==> config.mk <==
export PLATFORM = sky130hd
export DESIGN_NAME = clk_monitor_flat
export DESIGN_NICKNAME = d
export VERILOG_FILES = /design/src/rtl/clk_mon_pkg.sv /design/src/rtl/clk_monitor_if.sv /design/src/rtl/sync_edge_det.sv /design/src/rtl/clk_monitor.sv /design/src/flat_wrapper.sv
export SDC_FILE = /design/constraint.sdc
export NUM_CORES = 1
export LEC_CHECK = 0
export CORE_MARGIN = 5
export CORE_UTILIZATION = 50
export CTS_BUF_LIST = sky130_fd_sc_hd__clkbuf_4 sky130_fd_sc_hd__clkbuf_8
export CTS_CLUSTER_DIAMETER = 50
export DETAILED_ROUTE_END_ITERATION = 10
export PLACE_DENSITY_LB_ADDON = 0.08
export SETUP_SLACK_MARGIN = 0.5
export SLEW_MARGIN = 15
export SYNTH_ARGS = -nofsm -noshare
export SYNTH_HDL_FRONTEND = slang
export SYNTH_SLANG_ARGS = --single-unit
==> constraint.sdc <==
create_clock -name clk -period 2.35 [get_ports clk]
set_clock_uncertainty 0.15 [all_clocks]
set_input_delay 0.47 -clock clk [delete_from_list [all_inputs] [get_ports clk]]
set_output_delay 0.47 -clock clk [all_outputs]
set_load 0.01 [all_outputs]
==> src/rtl/clk_mon_pkg.sv <==
// Shared types and constants for the clock monitor: FSM state encoding,
// error flag bit positions and the half-period range check.
package clk_mon_pkg;

  typedef enum logic [1:0] {
    SEEK = 2'd0,
    HIGH = 2'd1,
    LOW  = 2'd2
  } state_e;

  localparam int ERR_SHORT = 0;
  localparam int ERR_LONG  = 1;
  localparam int ERR_STUCK = 2;
  localparam int ERR_W     = 3;

  // Flags a measured half-period that falls outside [lo, hi].
  function automatic logic [ERR_W-1:0] range_flags(input logic [31:0] val,
                                                   input logic [31:0] lo,
                                                   input logic [31:0] hi);
    logic [ERR_W-1:0] flags;
    flags            = '0;
    flags[ERR_SHORT] = (val < lo);
    flags[ERR_LONG]  = (val > hi);
    return flags;
  endfunction

endpackage

==> src/rtl/clk_monitor_if.sv <==
// Monitored-clock input, error clear and measurement results of clk_monitor.
// master: the side that drives mon_clk/clr and consumes the results.
// slave:  the monitor itself.
interface clk_monitor_if #(
  parameter int unsigned CNT_W = 16
);

  logic             mon_clk;
  logic             clr;
  logic [CNT_W-1:0] high_time;
  logic [CNT_W-1:0] low_time;
  logic [CNT_W:0]   period;
  logic             meas_valid;
  logic [2:0]       err_pulse;
  logic [2:0]       err_status;
  logic             locked;

  modport master (
    output mon_clk,
    output clr,
    input  high_time,
    input  low_time,
    input  period,
    input  meas_valid,
    input  err_pulse,
    input  err_status,
    input  locked
  );

  modport slave (
    input  mon_clk,
    input  clr,
    output high_time,
    output low_time,
    output period,
    output meas_valid,
    output err_pulse,
    output err_status,
    output locked
  );

endinterface

==> src/rtl/sync_edge_det.sv <==
// Two-flop synchronizer followed by an edge register. rise/fall are
// single-cycle pulses derived from the synchronized level, so both edges
// see identical latency.
module sync_edge_det (
  input  logic clk,
  input  logic rst,
  input  logic din_i,
  output logic level,
  output logic rise,
  output logic fall
);

  logic sync1_q;
  logic sync2_q;
  logic edge_q;

  // Synchronizer chain plus one delayed copy for edge comparison.
  always_ff @(posedge clk) begin
    if (rst) begin
      sync1_q <= 1'b0;
      sync2_q <= 1'b0;
      edge_q  <= 1'b0;
    end else begin
      sync1_q <= din_i;
      sync2_q <= sync1_q;
      edge_q  <= sync2_q;
    end
  end

  assign level = sync2_q;
  assign rise  = sync2_q & ~edge_q;
  assign fall  = ~sync2_q & edge_q;

endmodule

==> src/rtl/clk_monitor.sv <==
// Measures high/low time and period of an asynchronous clock in clk cycles,
// range-checks each half, detects a stuck clock and reports lock.
//
// state | meaning
// SEEK  | waiting for a rising edge to start measuring; cnt runs for timeout
// HIGH  | monitored clock is high, counting high time
// LOW   | monitored clock is low, counting low time; rise closes the period
module clk_monitor
  import clk_mon_pkg::*;
#(
  parameter int unsigned CNT_W    = 16,
  parameter int unsigned HIGH_MIN = 2,
  parameter int unsigned HIGH_MAX = 64,
  parameter int unsigned LOW_MIN  = 2,
  parameter int unsigned LOW_MAX  = 64,
  parameter int unsigned TIMEOUT  = 1000,
  parameter int unsigned LOCK_N   = 4
) (
  input logic         clk,
  input logic         rst,
  clk_monitor_if.slave mon_if
);

  localparam int unsigned LOCK_W = $clog2(LOCK_N + 1);
  // cnt is reloaded instead of stepping onto TIMEOUT, so it never wraps.
  localparam logic [CNT_W-1:0]  CNT_LAST = CNT_W'(TIMEOUT - 1);
  localparam logic [CNT_W-1:0]  CNT_ONE  = CNT_W'(1);
  localparam logic [LOCK_W-1:0] LOCK_MAX = LOCK_W'(LOCK_N);

  logic mon_level;
  logic mon_rise;
  logic mon_fall;
  logic unused_level;

  sync_edge_det u_sync (
    .clk   (clk),
    .rst   (rst),
    .din_i (mon_if.mon_clk),
    .level (mon_level),
    .rise  (mon_rise),
    .fall  (mon_fall)
  );

  assign unused_level = mon_level;

  state_e              state_q, state_d;
  logic [CNT_W-1:0]    cnt_q, cnt_d;
  logic [CNT_W-1:0]    high_q, high_d;
  logic [CNT_W-1:0]    low_q, low_d;
  logic [CNT_W:0]      period_q, period_d;
  logic                meas_q, meas_d;
  logic [ERR_W-1:0]    err_q, err_d;
  logic [ERR_W-1:0]    stat_q, stat_d;
  logic                high_bad_q, high_bad_d;
  logic [LOCK_W-1:0]   good_q, good_d;
  logic                locked_q, locked_d;
  logic [ERR_W-1:0]    half_flags;
  logic                edge_seen;
  logic                period_good;

  // Register all state and outputs.
  always_ff @(posedge clk) begin
    if (rst) begin
      state_q    <= SEEK;
      cnt_q      <= '0;
      high_q     <= '0;
      low_q      <= '0;
      period_q   <= '0;
      meas_q     <= 1'b0;
      err_q      <= '0;
      stat_q     <= '0;
      high_bad_q <= 1'b0;
      good_q     <= '0;
      locked_q   <= 1'b0;
    end else begin
      state_q    <= state_d;
      cnt_q      <= cnt_d;
      high_q     <= high_d;
      low_q      <= low_d;
      period_q   <= period_d;
      meas_q     <= meas_d;
      err_q      <= err_d;
      stat_q     <= stat_d;
      high_bad_q <= high_bad_d;
      good_q     <= good_d;
      locked_q   <= locked_d;
    end
  end

  // Next-state: edge handling per state, timeout override, lock and status.
  always_comb begin
    state_d     = state_q;
    cnt_d       = cnt_q + CNT_ONE;
    high_d      = high_q;
    low_d       = low_q;
    period_d    = period_q;
    meas_d      = 1'b0;
    err_d       = '0;
    high_bad_d  = high_bad_q;
    good_d      = good_q;
    half_flags  = '0;
    edge_seen   = 1'b0;
    period_good = 1'b0;

    case (state_q)
      SEEK: begin
        if (mon_rise) begin
          edge_seen  = 1'b1;
          high_bad_d = 1'b0;
          cnt_d      = CNT_ONE;
          state_d    = HIGH;
        end
      end
      HIGH: begin
        if (mon_fall) begin
          edge_seen  = 1'b1;
          half_flags = range_flags(32'(cnt_q), 32'(HIGH_MIN), 32'(HIGH_MAX));
          high_d     = cnt_q;
          err_d      = half_flags;
          high_bad_d = |half_flags;
          cnt_d      = CNT_ONE;
          state_d    = LOW;
        end
      end
      LOW: begin
        if (mon_rise) begin
          edge_seen   = 1'b1;
          half_flags  = range_flags(32'(cnt_q), 32'(LOW_MIN), 32'(LOW_MAX));
          low_d       = cnt_q;
          period_d    = {1'b0, high_q} + {1'b0, cnt_q};
          meas_d      = 1'b1;
          err_d       = half_flags;
          period_good = ~high_bad_q & ~(|half_flags);
          high_bad_d  = 1'b0;
          cnt_d       = CNT_ONE;
          state_d     = HIGH;
        end
      end
      default: begin
        cnt_d   = CNT_ONE;
        state_d = SEEK;
      end
    endcase

    // No edge for TIMEOUT-1 cycles since the last reload: the clock is stuck.
    if (!edge_seen && (cnt_q == CNT_LAST)) begin
      err_d[ERR_STUCK] = 1'b1;
      cnt_d            = CNT_ONE;
      state_d          = SEEK;
    end

    if (|err_d) begin
      good_d = '0;
    end else if (meas_d && period_good && (good_q != LOCK_MAX)) begin
      good_d = good_q + LOCK_W'(1);
    end

    locked_d = (good_q == LOCK_MAX);

    // A new error outranks a simultaneous clear.
    stat_d = (mon_if.clr ? '0 : stat_q) | err_q;
  end

  assign mon_if.high_time  = high_q;
  assign mon_if.low_time   = low_q;
  assign mon_if.period     = period_q;
  assign mon_if.meas_valid = meas_q;
  assign mon_if.err_pulse  = err_q;
  assign mon_if.err_status = stat_q;
  assign mon_if.locked     = locked_q;

endmodule
==> src/flat_wrapper.sv <==
// flat-port wrapper written by rule: the top's interface ports become plain ports
module clk_monitor_flat import clk_mon_pkg::*;
#(
  parameter int unsigned CNT_W    = 16,
  parameter int unsigned HIGH_MIN = 2,
  parameter int unsigned HIGH_MAX = 64,
  parameter int unsigned LOW_MIN  = 2,
  parameter int unsigned LOW_MAX  = 64,
  parameter int unsigned TIMEOUT  = 1000,
  parameter int unsigned LOCK_N   = 4
)
  (clk, rst, mon_if_mon_clk, mon_if_clr, mon_if_high_time, mon_if_low_time, mon_if_period, mon_if_meas_valid, mon_if_err_pulse, mon_if_err_status, mon_if_locked);
  clk_monitor_if #(.CNT_W(CNT_W)) mon_if_i ();
  input logic clk;
  input logic rst;
  input wire logic [$bits(mon_if_i.mon_clk)-1:0] mon_if_mon_clk;
  input wire logic [$bits(mon_if_i.clr)-1:0] mon_if_clr;
  output wire logic [$bits(mon_if_i.high_time)-1:0] mon_if_high_time;
  output wire logic [$bits(mon_if_i.low_time)-1:0] mon_if_low_time;
  output wire logic [$bits(mon_if_i.period)-1:0] mon_if_period;
  output wire logic [$bits(mon_if_i.meas_valid)-1:0] mon_if_meas_valid;
  output wire logic [$bits(mon_if_i.err_pulse)-1:0] mon_if_err_pulse;
  output wire logic [$bits(mon_if_i.err_status)-1:0] mon_if_err_status;
  output wire logic [$bits(mon_if_i.locked)-1:0] mon_if_locked;
  assign mon_if_i.mon_clk = mon_if_mon_clk;
  assign mon_if_i.clr = mon_if_clr;
  assign mon_if_high_time = mon_if_i.high_time;
  assign mon_if_low_time = mon_if_i.low_time;
  assign mon_if_period = mon_if_i.period;
  assign mon_if_meas_valid = mon_if_i.meas_valid;
  assign mon_if_err_pulse = mon_if_i.err_pulse;
  assign mon_if_err_status = mon_if_i.err_status;
  assign mon_if_locked = mon_if_i.locked;
  clk_monitor #(.CNT_W(CNT_W), .HIGH_MIN(HIGH_MIN), .HIGH_MAX(HIGH_MAX), .LOW_MIN(LOW_MIN), .LOW_MAX(LOW_MAX), .TIMEOUT(TIMEOUT), .LOCK_N(LOCK_N)) u_core (.clk(clk), .rst(rst), .mon_if(mon_if_i));
endmodule
* After elaboration in Yosys (flattened, before gate mapping)
Index checks and enable logic that the tools add are counted.
Word-level totals: RAM bits 0, memories 0, logic and storage cells 70, ROM bits 0, bits in latches 0, register bits after elaboration 82, output and inout port bits 57
Cells by class: multiply operators 0, shift operators 0, reductions and logical operators 14, magnitude comparators 2, mux-type cells 21, add/sub/neg operators 3, equality and inequality tests 7, divide/modulo/power cells 0, bitwise operators 8
Operators by type and width (count):
- 16-bit two-way mux | 2
- 16-bit one-hot mux with 2 select lines | 1
- 16-bit by 16-bit adder with 17-bit output | 1
- 16-bit by 1-bit adder with 16-bit output (second input constant) | 1
- 16-bit by 10-bit equality test with 1-bit output (second input constant) | 1
- 16-bit by 7-bit > comparator with 1-bit output (second input constant) | 1
- 16-bit by 2-bit less-than comparator with 1-bit output (second input constant) | 1
- 1-bit two-way mux | 9
- 2-bit two-way mux | 4
- 3-bit one-hot mux with 2 select lines | 1
- 2-bit AND reduction | 3
- 2-bit OR reduction | 3
- 2-bit by 1-bit != test with 1-bit output (second input constant) | 2
- 1-bit inverter | 4
- 1-bit one-hot mux with 2 select lines | 2
- 2-bit one-hot mux with 2 select lines | 1
- 4-bit OR reduction | 1
- 3-bit by 1-bit adder with 3-bit output (second input constant) | 1
- 1-bit AND | 3
- 3-bit equality test (second input constant) | 1
- 1-bit logical AND | 3
- 3-bit two-way mux | 1
- 3-bit != test (second input constant) | 1
- 3-bit bitwise OR | 1
- other kinds (6) | 6

* Depth between registers and ports, before layout
word-level depth 8, depth in mapped cells 10, gate-level depth less buffers 8

* Cells and area by module
A second synthesis with hierarchy kept.
Second synthesis, totals: cells, all modules 473, area total of the unflattened synthesis 3838.7 µm²
Modules (own cells, without submodules):
- clk_monitor | instances 1, cells each 465, area each 3747.3 µm², seq. area each 1581.5 µm²
- sync_edge_det | instances 1, cells each 8, area each 91.3 µm², seq. area each 60.1 µm²

* Worst setup path after synthesis
Ideal clock, no wire load.
path kind register -> register, start register u_core.cnt_q[0], end register u_core.period_q[14], in the netlist u_core.mon_if.period[14], path slack -0.175 ns, arrival time 2.300 ns, required time 2.125 ns, stages on the path, launching flop included 9, buffers on the path 0, cells stage by stage dfxtp_1 > ha_1 > fa_1 > a21o_1 > a221oi_1 > o31ai_1 > a21oi_1 > mux2_1 > o22ai_1
On the way: longest elaborated chain between the ends 1
Ends and longest elaborated chain:
- from (decl) | line clk_monitor.sv:47 | logic [CNT_W-1:0] cnt_q, cnt_d;
- from (signal assigned) | line clk_monitor.sv:77 | cnt_q <= cnt_d;
- 16-bit by 16-bit adder with 17-bit output | line clk_monitor.sv:130 | period_d = {1'b0, high_q} + {1'b0, cnt_q};
- to (signal assigned) | line clk_monitor.sv:80 | period_q <= period_d;
- to (decl) | line clk_monitor.sv:50 | logic [CNT_W:0] period_q, period_d;
Every way passes these cells. A chain may end at the register's enable or synchronous reset.

* Final worst setup path
Same ends and word-level chain as after synthesis.

==> impl_metrics.ini <==
[status]
outcome = complete, no violations

[yosys]
synth.distinct_cells = 57
syn-num-nets = 495
syn_inst = 466
avgSynthCellArea_um2 = 8.53
async_flop_share_pct = 0
ys_seq_area_share_pct = 41.3
synthFlopType = dfxtp_1
synth_top_area_cell = dfxtp_1
ys_seq_elements = 82
synth_top_area_share_pct = 41.3
synth_most_common_cell = nand2_1
yosysWarningCount = 0
synthTopCellsByArea = dfxtp_1 41%, nand2_1 9.1%, a21oi_1 8.3%, ha_1 7.6%, xor2_1 3.1%
synth_edf_count = 0
netlist_area_um2 = 3980
synth_common_cells = 96 x nand2_1, 82 x dfxtp_1, 66 x a21oi_1

[global_routing]
grt_pass1_wl_mm = 17.8
first_global_vias = 3669
grt_max_degree = 35
antenna_found_initial = 0
overflow = 0
track_usage_pct = 22.4

[clock_tree]
htreeDepth = 3
cts.sinks = 82
insertion_delay_ns = 0.35
cts.clk_slew.worst_paths_ns = 0.09
cts_buffers = 9
clockBufferDepth = 2
ctsHoldBuffers = 0
cts_tree = done
cts-root-buf = clkbuf_8

[floorplan]
core-area_um2 = 7730
rows = 32
die_y_um = 99.2
ios = 61
initial_core_util_pct = 51.5
die_w_um = 99.2
die-area_um2 = 9840

[timing]
worstMarginPinSlew_ns = 0.385
slew_violations = 0
slew_headroom_pct = 74.4
max_freq_mhz = 428
hold_violations = 0
setup_tns_ns = 0
fin_hold_ws_ns = 0.221
fin_crit_ns = 2.34
setup_viol = 0
setup_slack_ns = 0.0111
rsz0062_at_grt = true
min_period_over_period_pct = 99.5

[drt]
first_iter_violations = 188
vias_per_cell = 5.55
drcViolationCount = 0
drt_pass1_iterations = 5
avgRoutedWirePerCell_um = 17.1
drt_wl_total_mm = 11.5
dr_total_vias = 3716
ant_nets = 0

[setup_path]
r2r_cells = 8
cp.arrival_ns = 2.46
path_depth = 8
cp-end-kind = flop
critPathTopFamily = compound AO/OA/AOI/OAI gates
critPathBufInv = 0
path_cells = ha_4, fa_2, a21o_1, a221oi_2, o31ai_2, a21oi_1, mux2_1, o22ai_1
required_ns = 2.47
cp_slowest_cell = dfxtp_2
max_stage_delay_ns = 0.34
crit_start = u_core.cnt_q[0]
crit_type = reg -> reg
cp_max_fo = 3
r2r_start = u_core.cnt_q[0]
critPathLaunchType = flop
r2r_setup_slack_ns = 0.01

[min_path]
hold_path_class = in -> reg
hold_start = rst
min_path_cells = 2

[cells_and_area]
final_nets = 592
syn2layout_area_growth_pct = 41.3
n_antenna_cell = 0
final_cell_area_um2 = 5620
fill_cells = 579
layout-drive-gt1-share_pct = 28.7

[placement]
dp_hpwl_mm = 7.53
dp_slack_ns = -0.0151
port_buffers = 60
routabilityCongestion = 0.911
place_area_um2 = 4870

[power_and_ir_drop]
p_per_area_nw_per_um2 = 461
leakagePower_nw = 2.43
ir_drop_mv = 0.397
totalPowerFinal_mw = 2.59

[job]
drv_cap = 0
-- per-stage QoR --
step	util, %	instances
after floorplan	-	466
after global placement	63.1	629
after detailed placement	63.1	629
after CTS	69.9	667
after global routing	72.7	670
final	72.7	670
-- worst paths after layout --
| check | to |
|---|---|
| worst min-delay path | u_core.u_sync.level |
| worst min register to register | u_core.mon_if.period[7] |
| worst max register to register | u_core.mon_if.period[14] |
| worst max-delay path | u_core.mon_if.period[14] |
-- registers in the layout, indices dropped and copies added (netlist names) --
| register | flops |
|---|---|
| u_core.mon_if.period | 17 |
| u_core.cnt_q | 16 |
| u_core.mon_if.high_time | 16 |
| u_core.mon_if.low_time | 16 |
| u_core.good_q | 3 |
| u_core.mon_if.err_pulse | 3 |
| u_core.mon_if.err_status | 3 |
| u_core.state_q | 2 |
| u_core.high_bad_q | 1 |
| u_core.mon_if.locked | 1 |
| u_core.mon_if.meas_valid | 1 |
| u_core.u_sync.edge_q | 1 |
| u_core.u_sync.level | 1 |
| u_core.u_sync.sync1_q | 1 |
-- cell type report --
cell class	count	area, um^2	area share [%]
inverter	15	61.3	1.09
tap	102	128	2.27
timing repair buffer	108	981	17.5
sequential	82	1670	29.7
clock buffer	11	151	2.69
clock inverter	5	37.5	0.668
multi-input combinational	347	2590	46.1
-- layer usage --
layer  track usage, %  routed length [um]  up-vias
met2             38.3                5690      129
met4             7.46                 196        0
met3             4.35                 637       17
li1                 -                   -     1787
met5                0                   0        -
met1             28.4                4960     1783
-- cell families after synthesis --
logic type      synth area share [%]
xor+xnor                        5.51
mux                             1.48
compound gates                  15.5
flops                           41.3
buf+inv                         4.15
simple gates                    24.0
fa+ha+maj                       8.06
-- report_power, final --
group	leakage (nW)	internal (mW)	switching [mW]
registers	0.670	1.40	0.0137
clock network	0.0881	0.444	0.534
logic	1.67	0.0925	0.107
-- what timing repair did --
item	CTS	global route
gates resized for setup	97	43
cloned	1	0
endpoints found under the setup margin	83	43
setup buffers	21	3
pin swaps	29	25
-- cells in the final DEF, fill, tap and decap left out, types with 11 or more instances in the layout --
| cell | Yosys | layout |
|---|---|---|
| xor2_1 | 14 | 12 |
| buf_4 | 0 | 37 |
| clkbuf_8 | 0 | 11 |
| ha_4 | 0 | 11 |
| dfxtp_2 | 0 | 15 |
| dfxtp_1 | 82 | 65 |
| dlygate4sd2_1 | 0 | 50 |
| nand2_1 | 96 | 94 |
| ha_1 | 24 | 11 |
| nor2_4 | 9 | 16 |
| nor2_1 | 26 | 18 |
| inv_1 | 14 | 12 |
| a21oi_1 | 66 | 57 |
Power figures use the tool's default switching activity.
